==> src/rtl/game_ctrl_pkg.sv <==
// Shared state encoding and sizing constants for the game turn controller.
package game_ctrl_pkg;

   localparam int SCORE_W     = 8;
   localparam int MAX_PLAYERS = 4;

   localparam logic [SCORE_W-1:0] SCORE_MAX = '1;

   typedef enum logic [2:0] {
      S_IDLE       = 3'd0,
      S_TURN       = 3'd1,
      S_RANDOM     = 3'd2,
      S_CHECK_PLAY = 3'd3,
      S_CHECK_WIN  = 3'd4,
      S_NEXT       = 3'd5,
      S_GAME_OVER  = 3'd6
   } state_e;

endpackage

==> src/rtl/turn_timer.sv <==
// Loadable down-counter holding the remaining cycles of the current turn.
// Load wins over enable; the count holds once it reaches zero.
module turn_timer #(
   parameter int               WIDTH      = 26,
   parameter logic [WIDTH-1:0] LOAD_VALUE = '1
) (
   input  logic             clk,
   input  logic             rst,
   input  logic             load_i,
   input  logic             en_i,
   output logic [WIDTH-1:0] count_o,
   output logic             zero_o
);

   logic [WIDTH-1:0] count_q;
   logic [WIDTH-1:0] count_d;

   always_comb begin
      count_d = count_q;
      if (load_i) begin
         count_d = LOAD_VALUE;
      end else if (en_i && (count_q != '0)) begin
         count_d = count_q - WIDTH'(1);
      end
   end

   always_ff @(posedge clk) begin
      if (rst) begin
         count_q <= '0;
      end else begin
         count_q <= count_d;
      end
   end

   assign count_o = count_q;
   assign zero_o  = (count_q == '0);

endmodule

==> src/rtl/game_turn_controller.sv <==
// Turn sequencer for a multi-player board game: move validation, win/tie, scores.
// Define TURN_TIMER_EN to enable the per-turn timeout and random-move fallback.
module game_turn_controller
   import game_ctrl_pkg::*;
#(
   parameter int NUM_PLAYERS = 2,
   parameter int TURN_CYCLES = 50_000_000,
   parameter int BOARD_CELLS = 9
) (
   input  logic                               clk,
   input  logic                               rst,
   input  logic                               start,
   input  logic                               ready,
   input  logic                               valid,
   input  logic                               win,
   input  logic                               tie,
   output logic                               timer_run,
   output logic                               validate_play,
   output logic                               play_random,
   output logic                               validate_win,
   output logic                               change_turn,
   output logic                               print_sprite,
   output logic                               print_win,
   output logic [$clog2(NUM_PLAYERS)-1:0]     player,
   output logic [$clog2(TURN_CYCLES)-1:0]     time_left,
   output logic [$clog2(BOARD_CELLS+1)-1:0]   move_count,
   output logic [$clog2(NUM_PLAYERS)-1:0]     winner,
   output logic                               tie_flag,
   output logic [NUM_PLAYERS*SCORE_W-1:0]     scores
);

   localparam int PW = $clog2(NUM_PLAYERS);
   localparam int TW = $clog2(TURN_CYCLES);
   localparam int MW = $clog2(BOARD_CELLS+1);

   localparam logic [2:0] ST_IDLE       = S_IDLE;
   localparam logic [2:0] ST_TURN       = S_TURN;
   localparam logic [2:0] ST_RANDOM     = S_RANDOM;
   localparam logic [2:0] ST_CHECK_PLAY = S_CHECK_PLAY;
   localparam logic [2:0] ST_CHECK_WIN  = S_CHECK_WIN;
   localparam logic [2:0] ST_NEXT       = S_NEXT;
   localparam logic [2:0] ST_GAME_OVER  = S_GAME_OVER;

   logic [2:0]    state_q,  state_d;
   logic [PW-1:0] player_q, player_d;
   logic [PW-1:0] first_q,  first_d;
   logic [MW-1:0] moves_q,  moves_d;
   logic [PW-1:0] winner_q, winner_d;
   logic          tie_q,    tie_d;
   logic          timer_load;
   logic          timer_zero;
   logic          score_inc;

   always_comb begin
      state_d    = state_q;
      player_d   = player_q;
      first_d    = first_q;
      moves_d    = moves_q;
      winner_d   = winner_q;
      tie_d      = tie_q;
      timer_load = 1'b0;
      score_inc  = 1'b0;
      case (state_q)
         ST_IDLE: begin
            if (start) begin
               state_d    = ST_TURN;
               player_d   = '0;
               first_d    = '0;
               moves_d    = '0;
               timer_load = 1'b1;
            end
         end
         ST_TURN: begin
            if (ready) begin
               state_d = ST_CHECK_PLAY;
            end else if (timer_zero) begin
               state_d = ST_RANDOM;
            end
         end
         ST_RANDOM: begin
            if (valid) begin
               state_d = ST_CHECK_WIN;
               moves_d = moves_q + MW'(1);
            end
         end
         ST_CHECK_PLAY: begin
            if (valid) begin
               state_d = ST_CHECK_WIN;
               moves_d = moves_q + MW'(1);
            end else begin
               state_d = ST_TURN;
            end
         end
         ST_CHECK_WIN: begin
            // moves_q already counts the move under test here
            if (win) begin
               state_d   = ST_GAME_OVER;
               winner_d  = player_q;
               tie_d     = 1'b0;
               score_inc = 1'b1;
            end else if (tie || (moves_q == MW'(BOARD_CELLS))) begin
               state_d = ST_GAME_OVER;
               tie_d   = 1'b1;
            end else begin
               state_d = ST_NEXT;
            end
         end
         ST_NEXT: begin
            state_d    = ST_TURN;
            player_d   = (player_q == PW'(NUM_PLAYERS-1)) ? '0 : player_q + PW'(1);
            timer_load = 1'b1;
         end
         ST_GAME_OVER: begin
            if (start) begin
               state_d    = ST_TURN;
               first_d    = (first_q == PW'(NUM_PLAYERS-1)) ? '0 : first_q + PW'(1);
               player_d   = first_d;
               moves_d    = '0;
               timer_load = 1'b1;
            end
         end
         default: state_d = ST_IDLE;
      endcase
   end

   always_ff @(posedge clk) begin
      if (rst) begin
         state_q  <= ST_IDLE;
         player_q <= '0;
         first_q  <= '0;
         moves_q  <= '0;
         winner_q <= '0;
         tie_q    <= 1'b0;
      end else begin
         state_q  <= state_d;
         player_q <= player_d;
         first_q  <= first_d;
         moves_q  <= moves_d;
         winner_q <= winner_d;
         tie_q    <= tie_d;
      end
   end

   genvar gi;
   generate
      for (gi = 0; gi < NUM_PLAYERS; gi++) begin : g_score
         logic [SCORE_W-1:0] score_q;
         always_ff @(posedge clk) begin
            if (rst) begin
               score_q <= '0;
            end else if (score_inc && (player_q == PW'(gi)) && (score_q != SCORE_MAX)) begin
               score_q <= score_q + SCORE_W'(1);
            end
         end
         assign scores[gi*SCORE_W +: SCORE_W] = score_q;
      end
   endgenerate

`ifdef TURN_TIMER_EN
   // The timer pauses while a submitted move is validated, so a rejected move
   // resumes the turn with the time it had when ready was raised.
   turn_timer #(
      .WIDTH      (TW),
      .LOAD_VALUE (TW'(TURN_CYCLES-1))
   ) u_turn_timer (
      .clk     (clk),
      .rst     (rst),
      .load_i  (timer_load),
      .en_i    ((state_q == ST_TURN) && !ready),
      .count_o (time_left),
      .zero_o  (timer_zero)
   );
   assign timer_run   = (state_q == ST_TURN);
   assign play_random = (state_q == ST_RANDOM);
`else
   logic unused_timer_load;
   assign unused_timer_load = timer_load;
   assign timer_zero        = 1'b0;
   assign time_left         = '0;
   assign timer_run         = 1'b0;
   assign play_random       = 1'b0;
`endif

   assign validate_play = (state_q == ST_CHECK_PLAY);
   assign validate_win  = (state_q == ST_CHECK_WIN);
   assign change_turn   = (state_q == ST_NEXT);
   assign print_sprite  = (state_q == ST_NEXT);
   assign print_win     = (state_q == ST_GAME_OVER);
   assign player        = player_q;
   assign move_count    = moves_q;
   assign winner        = winner_q;
   assign tie_flag      = tie_q;

endmodule
==> config.mk <==
export PLATFORM = sky130hd
export DESIGN_NAME = game_turn_controller
export DESIGN_NICKNAME = d
export VERILOG_FILES = /design/src/rtl/game_ctrl_pkg.sv /design/src/rtl/turn_timer.sv /design/src/rtl/game_turn_controller.sv
export SDC_FILE = /design/constraint.sdc
export NUM_CORES = 1
export LEC_CHECK = 0
export ABC_CLOCK_PERIOD_IN_PS = 4900
export BUFFER_PORTS_ARGS = -buffer_cell sky130_fd_sc_hd__buf_2
export CAP_MARGIN = 10
export CELL_PAD_IN_SITES_DETAIL_PLACEMENT = 1
export CELL_PAD_IN_SITES_GLOBAL_PLACEMENT = 2
export CORE_MARGIN = 4
export CORE_UTILIZATION = 29
export DETAILED_ROUTE_END_ITERATION = 8
export GPL_TIMING_DRIVEN = 0
export PLACE_DENSITY_LB_ADDON = 0.1
export RECOVER_POWER = 100
export SYNTH_ARGS = -nofsm -noshare
export SYNTH_HDL_FRONTEND = slang
export SYNTH_SLANG_ARGS = --single-unit
==> constraint.sdc <==
create_clock -name clk -period 4.9 [get_ports clk]
set_clock_uncertainty 0.1 [all_clocks]
set_input_delay 0 -clock clk [delete_from_list [all_inputs] [get_ports clk]]
set_output_delay 0 -clock clk [all_outputs]
set_load 0.1 [all_outputs]
### Yosys cells after proc, flatten, opt, wreduce, memory -nomap -nowiden

Index checks and enable logic that the tools add are counted.

| storage, ports and cells | value |
|---|---|
| register bits | 27 |
| input port bits | 7 |
| logic and storage cells | 67 |

| operators by class | value |
|---|---|
| bitwise gates (word level) | 1 |
| eq/ne operators | 15 |
| multiplexer cells | 20 |
| add/sub/neg operators | 5 |
| reductions and logical operators | 18 |

Operators by type and width:

| kind | number |
|---|---|
| 3-bit one-hot mux with 6 select lines | 1 |
| 8-bit by 1-bit adder with 8-bit output (second input constant) | 2 |
| 8-bit inequality test (second input constant) | 2 |
| 3-bit 2-to-1 mux | 4 |
| 3-bit AND reduction | 4 |
| 3-bit == test (second input constant) | 3 |
| 1-bit 2-to-1 mux | 8 |
| 4-bit 2-to-1 mux | 2 |
| 2-bit inequality test (second input constant) | 4 |
| 4-bit one-hot mux with 2 select lines | 1 |
| 3-bit by 2-bit == test with 1-bit output (second input constant) | 2 |
| 2-bit nonzero test | 3 |
| 4-bit by 1-bit adder with 4-bit output (second input constant) | 1 |
| 4-bit == test (second input constant) | 1 |
| 1-bit logical AND | 4 |
| 2-bit 2-to-1 mux | 2 |
| 2-bit by 1-bit inequality test with 1-bit output (second input constant) | 2 |
| 2-bit AND reduction | 2 |
| 2-bit OR reduction | 2 |
| 3-bit by 1-bit == test with 1-bit output (second input constant) | 1 |
| 3-bit zero test | 1 |
| 1-bit one-hot mux with 3 select lines | 1 |
| 3-bit nonzero test | 1 |
| 1-bit adder (second input constant) | 2 |
| other kinds (3) | 3 |

### Longest topological paths before layout

| logic depth | value |
|---|---|
| depth after elaboration | 5 |
| mapped depth | 6 |

### Worst setup path after synthesis

OpenSTA, ideal clock, no wires.

| timing path | value |
|---|---|
| kind | register -> output |
| from | register state_q[2] |
| to | output print_sprite |
| data arrival time | 3.565 ns |
| stages on the path, launching flop included | 5 |
| buffers on the path | 3 |
| slack | 1.235 ns |
| cell sequence | dfxtp_1 -> buf_4 -> clkbuf_1 -> nor3b_1 -> buf_4 |

| between the ends | value |
|---|---|
| longest elaborated chain between the ends | 1 |

RTL lines:

| element | line | text |
|---|---|---|
| start: declaration | game_turn_controller.sv:44 | `logic [2:0] state_q, state_d;` |
| start signal: assignment | game_turn_controller.sv:135 | `state_q <= state_d;` |
| 3-bit == test | n/a |  |
| end: declaration | game_turn_controller.sv:22 | `output logic print_sprite,` |

No other way between the ends.

### Final worst setup path

Same ends and word-level chain as after synthesis.

==> reports/metrics.csv <==
metric;value;unit
most frequent cells in the layout;37 x clkbuf_1, 30 x buf_4, 28 x conb_1;
Routed WL;4.095;mm
DRT antenna net count;0;
worst r2r dst;g_score[1].score_q[7]$_SDFFE_PP0P_;
Antenna Cells;0;
Post-synth EDFFs;0;
full die area;7038;um^2
Placed Cells;330;
top-level port count;63;
period utilization;0.5447;
fin cells;336;
Worst VDD drop;0.1138;mV
GRT overflow;0;
largest net degree at the start of global routing;15;
RSZ-0062 raised after global routing;false;
GP Congestion;0.7393;
critical path's largest stage delay;0.85;ns
max-slew violations;0;
Top FF cell, synth;dfxtp_1;
Filler cells;744;
cell count after synthesis;198;
most common cell after layout, fill and taps aside;clkbuf_1;
Max Used Layer;met3;
Hold Path Class;in -> reg;
number of global-route vias before repair;1536;
Max H-tree Level;1;
first-pass GRT wire length;7.141;mm
FP Rows;27;
dpl hpwl;3.211;mm
Critical Path AT;2.57;ns
met3 WL;232;um
drt drc;0;
Area Growth Syn to Fin;20.60;%
post-synthesis sequential area ratio;0.3236;
post-layout min period;2.669;ns
TritonRoute pass-1 iters;4;
Final Hold Viols;0;
die width;83.90;um
final core utilization;0.3636;
dpl ws;3.055;ns
Synth Warn #;0;
wire per inst;12.19;um
M1 WL;1.939;mm
Max Clk Rate;374.6;MHz
met2 wire len;1.922;mm
initial core utilization;0.3015;
Setup-failing EPs final;0;
CP Launch Point;state_q[2]$_SDFFE_PP0P_;
crit path max-delay cell type;clkbuf_1;
Startpoint Class;register;
Root Driver;clkbuf_8;
number of distinct library cells after synthesis;46;
Max Cap Viol;0;
DRT iter0 DRCs;33;
Post-CTS Resized;0;
synthesis-stage register bit count;27;
Max-slew headroom;0.2183;
fraction of layout cells with a size suffix above 1;0.1477;
via count;1518;
worst setup path class;reg -> out;
Critical Path RT;4.80;ns
Num CTS Buffers;3;
Synth Area per Inst;8.436;um^2
worst path bufs/invs;4;
vias per cell;4.518;
status;finished clean;
reg2reg setup slack;2.66;ns
PortBufs;33;
clk sinks;27;
Critical Path, Cell by Cell;clkbuf_1, clkbuf_1, nor3b_1, buf_4, clkbuf_1;
clock latency on the worst-skew pair;0.27;ns
ys async rst share;0;
Leak;0.8015;nW
Final nets;276;
Worst Tran Pin Value;1.178;ns
CTS max path bufs;2;
Crit Path Max Fanout;10;
WP depth;5;
Chip Height;83.90;um
FF-to-FF path depth;6;
clock transition at the registers of the reported paths;0.09;ns
initial antenna violation count;0;
FF-to-FF Start;state_q[2]$_SDFFE_PP0P_;
Setup crit end kind;primary output;
family with the most delay on the worst path;buffers and inverters;
crit path to;print_sprite;
Final WS setup;2.231;ns
most frequent CP cell;clkbuf_1;
PwrDens;265.7;nW/um^2
TritonCTS clock tree;built;
GRT Total Usage;0.1189;
Final TNS setup;0;ns
Post-Syn Area;1670;um^2
min-delay src;start;
Core Area;5540;um^2
[flip-flops by register name, indices dropped and copies added, names as in the netlist]
register / count
g_score.score_q: 16
winner: 1
move_count: 4
player: 1
first_q: 1
state_q: 3
tie_flag: 1
[logic make-up after synthesis]
group / share of synthesized area
AO/OA/AOI/OAI: 0.1700
XOR/XNOR: 0.03670
adder cells (fa/ha/maj): 0.02996
buffers and inverters: 0.1783
flip-flops: 0.3236
multiplexers: 0.02472
other: 0.002245
AND/OR/NAND/NOR: 0.2345
[worst reg2reg max path: cells and delay by family (launching register included)]
kind | cells | cell delay [ns]
AOI/OAI and AO/OA | 1 | 0.16
buffers and inverters | 2 | 0.57
DFF | 1 | 0.31
muxes | 1 | 0.35
and+or+nand+nor | 2 | 0.64
[area by class of cell]
type	count	area, um^2	share of cell area
tap	72	90.09	0.04472
timing repair buffer	35	150.1	0.07453
multi-input combinational	152	903.4	0.4484
clock buffer	4	45.04	0.02236
sequential	27	540.5	0.2683
buffer	38	255.2	0.1267
inverter	8	30.03	0.01491
[synthesized netlist by cell type, types with 3 or more instances]
cell	count	area, um^2
a2111oi_2	3	45.04
a211oi_1	4	30.03
a21oi_1	12	60.06
a31oi_1	3	18.77
buf_4	31	232.7
clkbuf_1	5	18.77
dfxtp_1	27	540.5
ha_1	4	50.05
inv_1	8	30.03
mux2i_1	3	30.03
nand2_1	7	26.28
nand3_1	8	40.04
nand3b_1	3	22.52
nor2_1	19	71.32
nor2b_1	5	31.28
nor3_1	3	15.01
nor3b_1	3	22.52
o21ai_0	6	30.03
o31ai_1	3	22.52
or3_1	4	25.02
or4_1	3	22.52
xnor2_1	6	52.55
[power by group]
part / switching, mW / internal (mW) / total [mW]
Combinational: 0.144 / 0.0330 / 0.177
Sequential: 0.00614 / 0.224 / 0.230
Clock: 0.0703 / 0.0583 / 0.129
Total: 0.220 / 0.315 / 0.535
[metrics by stage]
step / total power [mW] / hold slack, ns / area (um^2)
after global routing: 0.5629 / 0.08099 / 2014
after CTS: 0.5461 / 0.04366 / 2092
after detailed placement: 0.4114 / 0.2752 / 2027
final: 0.5352 / 0.05225 / 2014
after floorplan: 0.3956 / 0.09049 / 1772
after global placement: 0.4106 / 0.2744 / 2027
[routing by layer]
metal / vias up / global-route usage
met3: 0 / 0.03356
met1: 706 / 0.1510
met5: - / 0
met4: 0 / 0.01316
li1: 770 / -
met2: 42 / 0.2061
[worst min-delay path by stage]
stage                               to  slack, ns  depth (start not counted)
3_5_place_dp   state_q[2]$_SDFFE_PP0P_       0.28                          3
5_1_grt        state_q[0]$_SDFFE_PP0P_       0.08                          4
6_report       state_q[0]$_SDFFE_PP0P_       0.05                          4
2_1_floorplan  state_q[2]$_SDFFE_PP0P_       0.09                          2
3_3_place_gp   state_q[2]$_SDFFE_PP0P_       0.27                          3
4_1_cts        state_q[0]$_SDFFE_PP0P_       0.04                          4
[what timing repair did]
action | 4_1_cts | 5_1_grt
hold buffers | 2 | 0
buffers inserted | 0 | 0
hold endpoints to repair | 1 | 0
No activity file was read; power rests on OpenSTA's default activity.
